**src/rtl/vga_arb_pkg.sv**
```systemverilog
// vga_arb_pkg: shared widths, screen defaults and arbiter state encoding
package vga_arb_pkg;
  localparam int X_W = 8;
  localparam int Y_W = 7;
  localparam int COL_W = 3;
  localparam int DEF_SCREEN_W = 160;
  localparam int DEF_SCREEN_H = 120;
  localparam logic [COL_W-1:0] BLACK = 3'b000;
  typedef enum logic [1:0] {IDLE, GRANT, RELEASE, CLEAR} state_e;
endpackage

```
**src/rtl/vga_write_arbiter_rr_pick.sv**
```systemverilog
// rr_pick: first set request at or above the pointer, wrapping around
module rr_pick #(
  parameter int N = 3,
  parameter int PW = $clog2(N)
) (
  input  logic [N-1:0]  req_i,
  input  logic [PW-1:0] ptr_i,
  output logic [PW-1:0] win_o,
  output logic          valid_o
);
  // scan from the farthest offset down so the nearest request above the pointer wins
  always_comb begin
    win_o = '0;
    for (int i = N - 1; i >= 0; i--)
      win_o = req_i[(int'(ptr_i) + i) % N] ? PW'((int'(ptr_i) + i) % N) : win_o;
  end
  assign valid_o = |req_i;
endmodule

```
**src/rtl/vga_write_arbiter.sv**
```systemverilog
// vga_write_arbiter: round-robin, burst-locked sharing of the VGA pixel-write port; CLEAR_ON_RESET_EN adds a post-reset screen clear
module vga_write_arbiter
  import vga_arb_pkg::*;
#(
  parameter int NUM_REQ = 3,
  parameter int MAX_BURST = 256,
  parameter int SCREEN_W = DEF_SCREEN_W,
  parameter int SCREEN_H = DEF_SCREEN_H
) (
  input  logic                     clk,
  input  logic                     reset,
  input  logic [NUM_REQ-1:0]       req,
  input  logic [X_W*NUM_REQ-1:0]   x_in,
  input  logic [Y_W*NUM_REQ-1:0]   y_in,
  input  logic [COL_W*NUM_REQ-1:0] colour_in,
  input  logic [NUM_REQ-1:0]       we_in,
  output logic [NUM_REQ-1:0]       grant,
  output logic [X_W-1:0]           x_out,
  output logic [Y_W-1:0]           y_out,
  output logic [COL_W-1:0]         colour,
  output logic                     writeEn,
  output logic                     busy
);
  localparam int PW = $clog2(NUM_REQ);
  localparam int CW = $clog2(MAX_BURST + 2);
  localparam logic [NUM_REQ-1:0] ONE = 1;
  if (NUM_REQ < 2 || NUM_REQ > 8) $error("NUM_REQ must be 2..8");
  if (SCREEN_W > 2 ** X_W || SCREEN_H > 2 ** Y_W) $error("screen exceeds pixel coordinate range");
  state_e state_q;
  logic [PW-1:0] ptr_q, ptr_d, owner_q, win;
  logic [CW-1:0] cnt_q, cnt_d;
  logic [NUM_REQ-1:0] grant_q;
  logic [X_W-1:0] x_q;
  logic [Y_W-1:0] y_q;
  logic [COL_W-1:0] col_q;
  logic we_q, win_v, leave;
`ifdef CLEAR_ON_RESET_EN
  logic [X_W-1:0] cx_q;
  logic [Y_W-1:0] cy_q;
  logic cx_end, cy_end;
  assign cx_end = cx_q == X_W'(SCREEN_W - 1);
  assign cy_end = cy_q == Y_W'(SCREEN_H - 1);
`endif
  rr_pick #(.N(NUM_REQ), .PW(PW)) u_pick (
    .req_i  (req),
    .ptr_i  (ptr_q),
    .win_o  (win),
    .valid_o(win_v)
  );
  // the owner leaves when it drops its request or when its burst is used up while someone else waits
  assign leave = !req[owner_q] || (MAX_BURST != 0 && cnt_q == CW'(MAX_BURST - 1) && |(req & ~grant_q));
  assign cnt_d = (cnt_q == CW'(MAX_BURST)) ? cnt_q : cnt_q + 1'b1;
  assign ptr_d = (owner_q == PW'(NUM_REQ - 1)) ? '0 : owner_q + 1'b1;
  // arbiter FSM with all adapter-facing outputs registered
  always_ff @(posedge clk) begin
    if (!reset) begin
`ifdef CLEAR_ON_RESET_EN
      state_q <= CLEAR;
      cx_q <= '0;
      cy_q <= '0;
`else
      state_q <= IDLE;
`endif
      ptr_q <= '0;
      owner_q <= '0;
      cnt_q <= '0;
      grant_q <= '0;
      x_q <= '0;
      y_q <= '0;
      col_q <= BLACK;
      we_q <= 1'b0;
    end else begin
      case (state_q)
        IDLE: begin
          we_q <= 1'b0;
          if (win_v) begin
            grant_q <= ONE << win;
            owner_q <= win;
            cnt_q <= '0;
            state_q <= GRANT;
          end
        end
        GRANT: begin
          x_q <= x_in[X_W*owner_q +: X_W];
          y_q <= y_in[Y_W*owner_q +: Y_W];
          col_q <= colour_in[COL_W*owner_q +: COL_W];
          we_q <= !leave && we_in[owner_q];
          cnt_q <= cnt_d;
          if (leave) begin
            grant_q <= '0;
            state_q <= RELEASE;
          end
        end
        RELEASE: begin
          we_q <= 1'b0;
          grant_q <= '0;
          ptr_q <= ptr_d;
          state_q <= IDLE;
        end
        default: begin
`ifdef CLEAR_ON_RESET_EN
          x_q <= cx_q;
          y_q <= cy_q;
          col_q <= BLACK;
          we_q <= 1'b1;
          cx_q <= cx_end ? '0 : cx_q + 1'b1;
          cy_q <= cx_end ? cy_q + 1'b1 : cy_q;
          if (cx_end && cy_end) state_q <= IDLE;
`else
          we_q <= 1'b0;
          grant_q <= '0;
          state_q <= IDLE;
`endif
        end
      endcase
    end
  end
  assign grant = grant_q;
  assign x_out = x_q;
  assign y_out = y_q;
  assign colour = col_q;
  assign writeEn = we_q;
  assign busy = state_q != IDLE;
endmodule

```
**config.mk**
```make
export PLATFORM = sky130hd
export DESIGN_NAME = vga_write_arbiter
export DESIGN_NICKNAME = d
export VERILOG_FILES = /design/src/rtl/vga_arb_pkg.sv /design/src/rtl/vga_write_arbiter_rr_pick.sv /design/src/rtl/vga_write_arbiter.sv
export SDC_FILE = /design/constraint.sdc
export NUM_CORES = 1
export LEC_CHECK = 0
export CORE_UTILIZATION = 45
export CTS_BUF_LIST = sky130_fd_sc_hd__clkbuf_8
export CTS_CLUSTER_SIZE = 30
export DETAILED_ROUTE_END_ITERATION = 7
export GPL_TIMING_DRIVEN = 0
export PLACE_DENSITY = 0.89
export REMOVE_ABC_BUFFERS = 1
export SLEW_MARGIN = 20
export SYNTH_ARGS = -nofsm -noshare
export SYNTH_HDL_FRONTEND = slang
export SYNTH_SLANG_ARGS = --single-unit
```
**constraint.sdc**
```tcl
create_clock -name clk -period 2.45 [get_ports clk]
set_clock_uncertainty 0.1 [all_clocks]
set_input_delay 0.3675 -clock clk [delete_from_list [all_inputs] [get_ports clk]]
set_output_delay 0.3675 -clock clk [all_outputs]
set_load 0.1 [all_outputs]
```
---- After elaboration in Yosys (flattened, before gate mapping) ----
Index checks and enable logic that the tools add are counted.
storage, ports and cells
  flip-flop bits (word level) ............. 37
  input port bits ......................... 62
  logic and storage cells ................. 76
cells by class
  $add $sub $neg .......................... 4
  $mul .................................... 2
  divide/modulo/power cells ............... 3
  $lt $le $gt $ge ......................... 4
  eq/ne operators ......................... 8
  shift operators ......................... 4
  mux-type cells .......................... 26
  bitwise gates (word level) .............. 2
  reductions and logical operators ........ 14
operator list
  kind                                                         count
  less-than comparator 32 x 4 -> 1 bit, second input constant  3
  remainder unit 32 x 3 -> 32 bit, second input constant       2
  remainder unit 3 x 3 -> 32 bit, second input constant        1
  variable part select 24 x 6 -> 8 bit                         1
  variable part select 21 x 6 -> 7 bit                         1
  2-to-1 mux 9 bit                                             2
  one-hot mux 9 bit (2 select lines)                           1
  2-to-1 mux 2 bit                                             6
  binary-select mux 1 bit (select 2 bit)                       5
  adder 9 x 1 -> 9 bit, second input constant                  1
  equality test 9 x 8 -> 1 bit, second input constant          1
  equality test 9 bit, second input constant                   1
  variable part select 9 x 5 -> 3 bit                          1
  2-to-1 mux 1 bit                                             8
  2-to-1 mux 3 bit                                             2
  one-hot mux 3 bit (2 select lines)                           1
  AND reduction 2 bit                                          3
  OR reduction 3 bit                                           2
  multiplier 3 x 2 -> 5 bit, first input constant              1
  equality test 2 bit, second input constant                   2
  multiplier 2 x 2 -> 4 bit, first input constant              1
  != test 2 bit, second input constant                         2
  one-hot mux 2 bit (2 select lines)                           1
  nonzero test 2 bit                                           2
  14 further kinds                                             16

---- Logic depth before layout (Yosys ltp) ----
Gate-level depths: netlist (run 1).
  word-level depth ........................ 11
  depth in mapped cells ................... 9
  mapped depth without buffers ............ 9

---- Hierarchy ----
Synthesis (run 1) repeated with hierarchy kept, for this count alone.
unflattened totals
  cell total of the unflattened synthesis .. 268
  area total of the unflattened synthesis .. 2,208.4 sq um
modules (own cells, without submodules)
  module             instances  cells each  area each (sq um)
  vga_write_arbiter  1          248         2,058.2
  rr_pick            1          20          150.1

---- Worst setup path before layout (run 1) ----
No wires, ideal clock.
  path kind ............................... reg2reg
  start ................................... register state_q[1]
  end ..................................... register cnt_q[3]
  setup time .............................. 70 ps
  data arrival time ....................... 1,957 ps
  setup slack ............................. 323 ps
  cell stages (with the launch flop) ...... 6
  buffers on the path ..................... 0
  period minus slack after synthesis ...... 2,127 ps
  path through ............................ dfxtp_1 or2_1 or2_4 and2_4 or3_1 a21oi_1
on the way
  longest elaborated chain between the ends .. 3
ends and longest elaborated chain
  element                                                                   line                     source
  start: declaration                                                        vga_write_arbiter.sv:29  state_e state_q;
  start signal: assignment                                                  vga_write_arbiter.sv:62  state_q <= IDLE;
  start signal: assignment                                                  vga_write_arbiter.sv:80  state_q <= GRANT;
  start signal: assignment                                                  vga_write_arbiter.sv:91  state_q <= RELEASE;
  equality test 2 x 1 -> 1 bit / logical NOT 2 bit (equally long branches)  vga_write_arbiter.sv:73  case (state_q)
  != test 2 bit (no source line) (tied with other cells)                    n/a
  AND reduction 3 bit (no source line)                                      n/a
  end signal: assignment                                                    vga_write_arbiter.sv:88  cnt_q <= cnt_d;
  end: declaration                                                          vga_write_arbiter.sv:31  logic [CW-1:0] cnt_q, cnt_d;
Several ways; a longest one is shown, not always the timed one.
A chain may end at the register's enable or synchronous reset.

---- Worst setup path after layout (run 1) ----
  start ................................... register col_q[0] (netlist: colour[0])
  end ..................................... output port colour[0]
RTL lines
  element                   line                     source
  start: declaration        vga_write_arbiter.sv:35  logic [COL_W-1:0] col_q;
  start signal: assignment  vga_write_arbiter.sv:86  col_q <= colour_in[COL_W*owner_q +: COL_W];
  end: declaration          vga_write_arbiter.sv:20  output logic [COL_W-1:0] colour,
No word-level cell between the ends.

==> results.yml, run 1 <==
drt:
  ant_nets: 0
  wl_per_cell_um: 14.5
  viasPerCell: 5.59
  drcViolationCount: 2
  firstDrtPassIters: 6
  wl_mm: 5.31
  num_vias: 2047
  drt-initial-drc-count: 91
cts:
  cts_made_buffers: 5
  path_clk_slew_ns: 0.07
  cts-root-buf: "clkbuf_8"
  clk_latency_ns: 0.29
  cts_tree: "built"
  h-tree-depth: 2
  clock-sinks: 37
  clockBufferDepth: 2
  cts_hold_buf: 0
setup_path:
  ff2ff_setup_slack_ns: 0.30
  critical_path.top_delay_family: "buffers and inverters"
  critical_path_class: "reg -> out"
  worst_r2r_endpoint: "grant[0]"
  slowest_delay_ns: 1.14
  worst-path-buf-inv: 1
  worstPathMaxFanout: 2
  r2r_cells: 9
  start_kind: "flop"
  rr_startpoint: "cnt_q[0]"
  worstPathRequired_ns: 1.98
  end_kind: "primary output"
  cp_slowest_cell: "clkdlybuf4s50_1"
  crit_chain: "clkdlybuf4s50_1"
  worstPathArrival_ns: 1.80
grt:
  grt_pass1_wl_mm: 8.98
  grt.overflow.total: 0
  grt_pass1_vias: 2021
  grt_usage_pct: 22.6
  grt_max_degree: 37
  antenna_found_initial: 0
floorplan:
  die_y_um: 71.2
  die_w_um: 71.2
  die_area_um2: 5060
  core.rowCount: 24
  io_pins: 85
  start_util_pct: 48.1
  core_um2: 4470
pwr:
  p_per_area_nw_per_um2: 648
  power_leakage_nw: 1.23
  ir_drop_uv: 405
  p_total_w: 0.00200
sta:
  hold_viol: 0
  final.min_clock_period_ns: 2.27
  slew_headroom_pct: 33.6
  fmax_mhz: 441
  tightest_slew_ns: 0.992
  whs_ns: 0.398
  setup_tns_ns: 0
  fin_crit_sh_pct: 92.6
  rsz0062_at_grt: "no"
  setup_viol: 0
  slew_viol_final: 0
logic_synthesis:
  yosys-top-cells-count: "dfxtp_1, nand2_1, mux2i_1, o211ai_1, o211a_1"
  yosysWarnings: 0
  ys.flop_type: "dfxtp_1"
  synth_edf_count: 0
  synth_cell_types: 50
  syn_inst: 241
  synth.most_common_cell: "dfxtp_1"
  syn_avg_cell_area_um2: 8.93
  synth_top_area_share_pct: 34.4
  synth_largest_area_cell: "dfxtp_1"
  seq_area_frac_synth_pct: 34.4
  synth-seq-cells: 37
  synth.area.top_cells: "dfxtp_1, mux2i_1, o211a_1"
  syn-cell-area_um2: 2150
  synth-async-reset-ratio_pct: 0
cells_and_area:
  area_growth_pct: 43.5
  layout-drive-gt1-share_pct: 6.69
  diodes: 0
  final_nets: 382
worst_hold_path:
  hp-class: "reg -> reg"
  min_path_cells: 1
  min_from: "y_out[6]"
  hold_end: "y_out[6]"
placement:
  io_buffer_count: 84
  gp_congestion: 0.816
  post-dp-hpwl_mm: 3.84
outcome:
  status: "finished, violations left"
  failed_checks: "DRC"
job:
  drv_cap: 0
==> how the worst max path moves through the flow <==
stage                from        end  slack (ns)  cells past startpoint
3_3_place_gp   state_q[0]   cnt_q[4]       -1.40                      5
2_1_floorplan  state_q[0]   cnt_q[3]       -0.48                      5
5_1_grt        state_q[1]       busy        0.12                      2
3_5_place_dp        reset   cnt_q[6]       0.008                      3
6_report        colour[0]  colour[0]        0.18                      1
4_1_cts        owner_q[1]    writeEn        0.03                      5
==> per-layer routing <==
layer  vias to the layer above  track usage (%)  part of all wire (%)
li1                       1022                -                     -
met4                         0             9.11                   1.6
met5                         -                0                     0
met1                       947             25.1                    42
met3                         8             6.98                   7.2
met2                        70             40.1                    49
==> sequential cells by signal (all words and copies together), names as in the netlist <==
| signal | count |
|---|---|
| state_q | 2 |
| grant | 3 |
| colour | 3 |
| writeEn | 1 |
| ptr_q | 2 |
| y_out | 7 |
| x_out | 8 |
| cnt_q | 9 |
| owner_q | 2 |
==> through the flow <==
stage          instances  cell area (µm²)  setup WS, ns  utilization, %
2_1_floorplan        222             2070        -0.483               -
3_3_place_gp         358             2970         -1.40            66.4
3_5_place_dp         359             3000       0.00809            67.1
4_1_cts              366             3090        0.0270            69.0
5_1_grt              366             3090         0.120            69.0
6_report             366             3090         0.182            69.0
==> cell families (layout without fill, tap and decap cells) <==
logic type / Yosys count / count (layout) / synth area share, %
flops: 37 / 37 / 34.4
mux: 21 / 21 / 9.77
buf+inv: 28 / 101 / 5.58
xor+xnor: 3 / 3 / 1.22
simple gates: 78 / 78 / 19.9
compound gates: 68 / 68 / 25.6
fa+ha+maj: 6 / 6 / 3.49
==> layout by cell type, fill, tap and decap left out, drive strengths merged, types with 2 or more instances in the layout <==
cell type and count:
o21a 4, and3 3, or4b 2, xnor2 3
o21ai 6, o31ai 2, buf 2, nand3 5
nor3b 3, or3 2, nor2 10, a31oi 2
nand2 27, and2 4, dfxtp 37, clkdlybuf4s50 82
o211ai 19, clkbuf 6, a21oi 8, a21boi 2
mux2i 21, nor3 2, o211a 18, or2 3
ha 6, inv 10, nor2b 11
==> repair_timing <==
action / CTS / global route
setup endpoints to repair: 1 / 16
gates resized for setup: 1 / 1
setup buffers: 0 / 0
hold endpoints to repair: 0 / 0
==> area by class of cell <==
| cell class | instances | area (µm²) |
|---|---|---|
| clock buffer | 6 | 82.6 |
| fill | 351 | 1390 |
| clock inverter | 1 | 3.75 |
| multi-input combinational | 176 | 1310 |
| tap | 52 | 65.1 |
| inverter | 9 | 33.8 |
| sequential | 37 | 742 |
| timing repair buffer | 85 | 855 |
==> power by group <==
part | leakage, nW | internal, W | switching, W
Clock | 0.0485 | 0.000219 | 0.000200
Combinational | 0.879 | 0.000308 | 0.000542
Sequential | 0.303 | 0.000661 | 0.0000733
Power figures use the tool's default switching activity.
==> run 2: changes to the inputs <==
CORE_MARGIN = 8   (was not set)
==> results.yml, run 2 (same netlist as run 1, synthesis figures left out) <==
floorplan:
  die_w_um: 85.2
  die_y_um: 85.2
  io_pins: 85
  core.rowCount: 25
  start_util_pct: 46.2
  core_um2: 4660
  die_area_um2: 7250
cts:
  h-tree-depth: 2
  cts_setup_buffers: 0
  clock-sinks: 37
  cts-root-buf: "clkbuf_8"
  clockBufferDepth: 2
  path_clk_slew_ns: 0.07
  cts_made_buffers: 5
  cts_tree: "built"
  clk_latency_ns: 0.30
  cts_resized: 1
  cts_hold_buf: 0
sta:
  final.min_clock_period_ns: 2.29
  fin_ws_ns: 0.163
  rsz0062_at_grt: "no"
  fin_crit_sh_pct: 93.4
  fmax_mhz: 437
  hold_viol: 0
  slew_headroom_pct: 31.0
  slew_viol_final: 0
  tightest_slew_ns: 1.03
  setup_viol: 0
pwr:
  p_seq_share_pct: 36.3
  net-switching-power_w: 0.000827
  p_sw_share_pct: 41.0
  clock_power_share_pct: 21.2
  ir_drop_uv: 392
  p_per_area_nw_per_um2: 651
  p_int_w: 0.00119
  combinationalPowerShare_pct: 42.5
  power_leakage_nw: 1.23
  p_total_w: 0.00202
grt:
  grt.overflow.total: 0
  grt_max_degree: 36
  grt_pass1_vias: 2178
  grt_usage_pct: 17.1
  grt_pass1_wl_mm: 10.1
  antenna_found_initial: 0
worst_hold_path:
  hold_end: "colour[1]"
  min_path_cells: 1
  min_from: "colour[1]"
  hp-class: "reg -> reg"
cells_and_area:
  multiInputGateArea_um2: 1310
  final_cell_mix: "clkdlybuf4s50_1, dfxtp_1, nand2_1"
  final_common_cell: "clkdlybuf4s50_1"
  regArea_um2: 742
  design_area_um2: 3100
  area_growth_pct: 43.8
  largest_reg_flops: 9
  layout-drive-gt1-share_pct: 6.37
  fin_util_pct: 66.4
  final_nets: 382
  top_register: "cnt_q"
  diodes: 0
  fillers: 373
placement:
  place_ws_ns: -0.0193
  gp_congestion: 0.780
  placed_cell_area_um2: 3010
  post-dp-hpwl_mm: 4.51
  io_buffer_count: 84
setup_path:
  critical_path_class: "reg -> out"
  worstPathArrival_ns: 1.82
  ff2ff_setup_slack_ns: 0.32
  worstPathMaxFanout: 7
  rr_startpoint: "owner_q[1]"
  end_kind: "primary output"
  worst_r2r_endpoint: "writeEn"
  r2r_cells: 5
  worstPathRequired_ns: 1.98
  start_kind: "flop"
drt:
  drt-initial-drc-count: 129
  num_vias: 2059
  wl_mm: 6.02
  drcViolationCount: 0
  firstDrtPassIters: 4
  ant_nets: 0
  wl_per_cell_um: 16.4
  viasPerCell: 5.60
job:
  drv_cap: 0
outcome:
  status: "completed"
==> run 2: cell types whose count changed in the layout (fill, tap and decap cells not counted), sizes merged <==
cell / delta
buf: -1
clkdlybuf4s50: +1
==> run 2: cell type report <==
cell class	count	share of cell area, %
multi-input cells	176	42.2
repair buffers	85	27.8
flip-flops and latches	37	24.0
clock buffers	6	2.67
well taps	54	2.18
inverters	9	1.09
clock inverters	1	0.121
==> run 2: worst max-delay path by stage <==
stage,cells after the start,slack (ns),end,start
2_1_floorplan,5,-0.48,cnt_q[3],state_q[0]
6_report,2,0.16,busy,state_q[1]
5_1_grt,2,0.12,busy,state_q[1]
3_3_place_gp,5,-1.35,cnt_q[4],state_q[0]
3_5_place_dp,3,-0.02,cnt_q[6],reset
4_1_cts,5,0.04,writeEn,owner_q[1]
==> run 2: critical path: stages, from the launching register on <==
cell,delay [ns]
dfxtp_1,0.50
or2_1,0.17
dlygate4sd2_1,0.86
==> run 2: per-layer routing <==
layer,track usage [%],part of all wire (%),wire [µm]
met5,0,0,0
met4,7.44,2.1,124
met3,8.59,11,659
met2,28.3,47,2850
met1,17.9,40,2380
==> run 2: power groups by stage <==
stage	Clock, W	Sequential [W]	Combinational (W)
finish	0.000428	0.000731	0.000857
global route	0.000461	0.000740	0.000903
CTS	0.000435	0.000731	0.000861
detailed placement	0	0.000744	0.000860
global placement	0	0.000738	0.000840
floorplan	0	0.00106	0.000254
==> run 2: metrics by stage <==
stage / hold slack (ns) / TNS (ns) / cells
after floorplan: 0.381 / -2.89 / 222
after global placement: 0.378 / -26.30 / 360
after detailed placement: 0.388 / -0.0193 / 361
after CTS: 0.404 / 0 / 368
after global routing: 0.416 / 0 / 368
final: 0.399 / 0 / 368
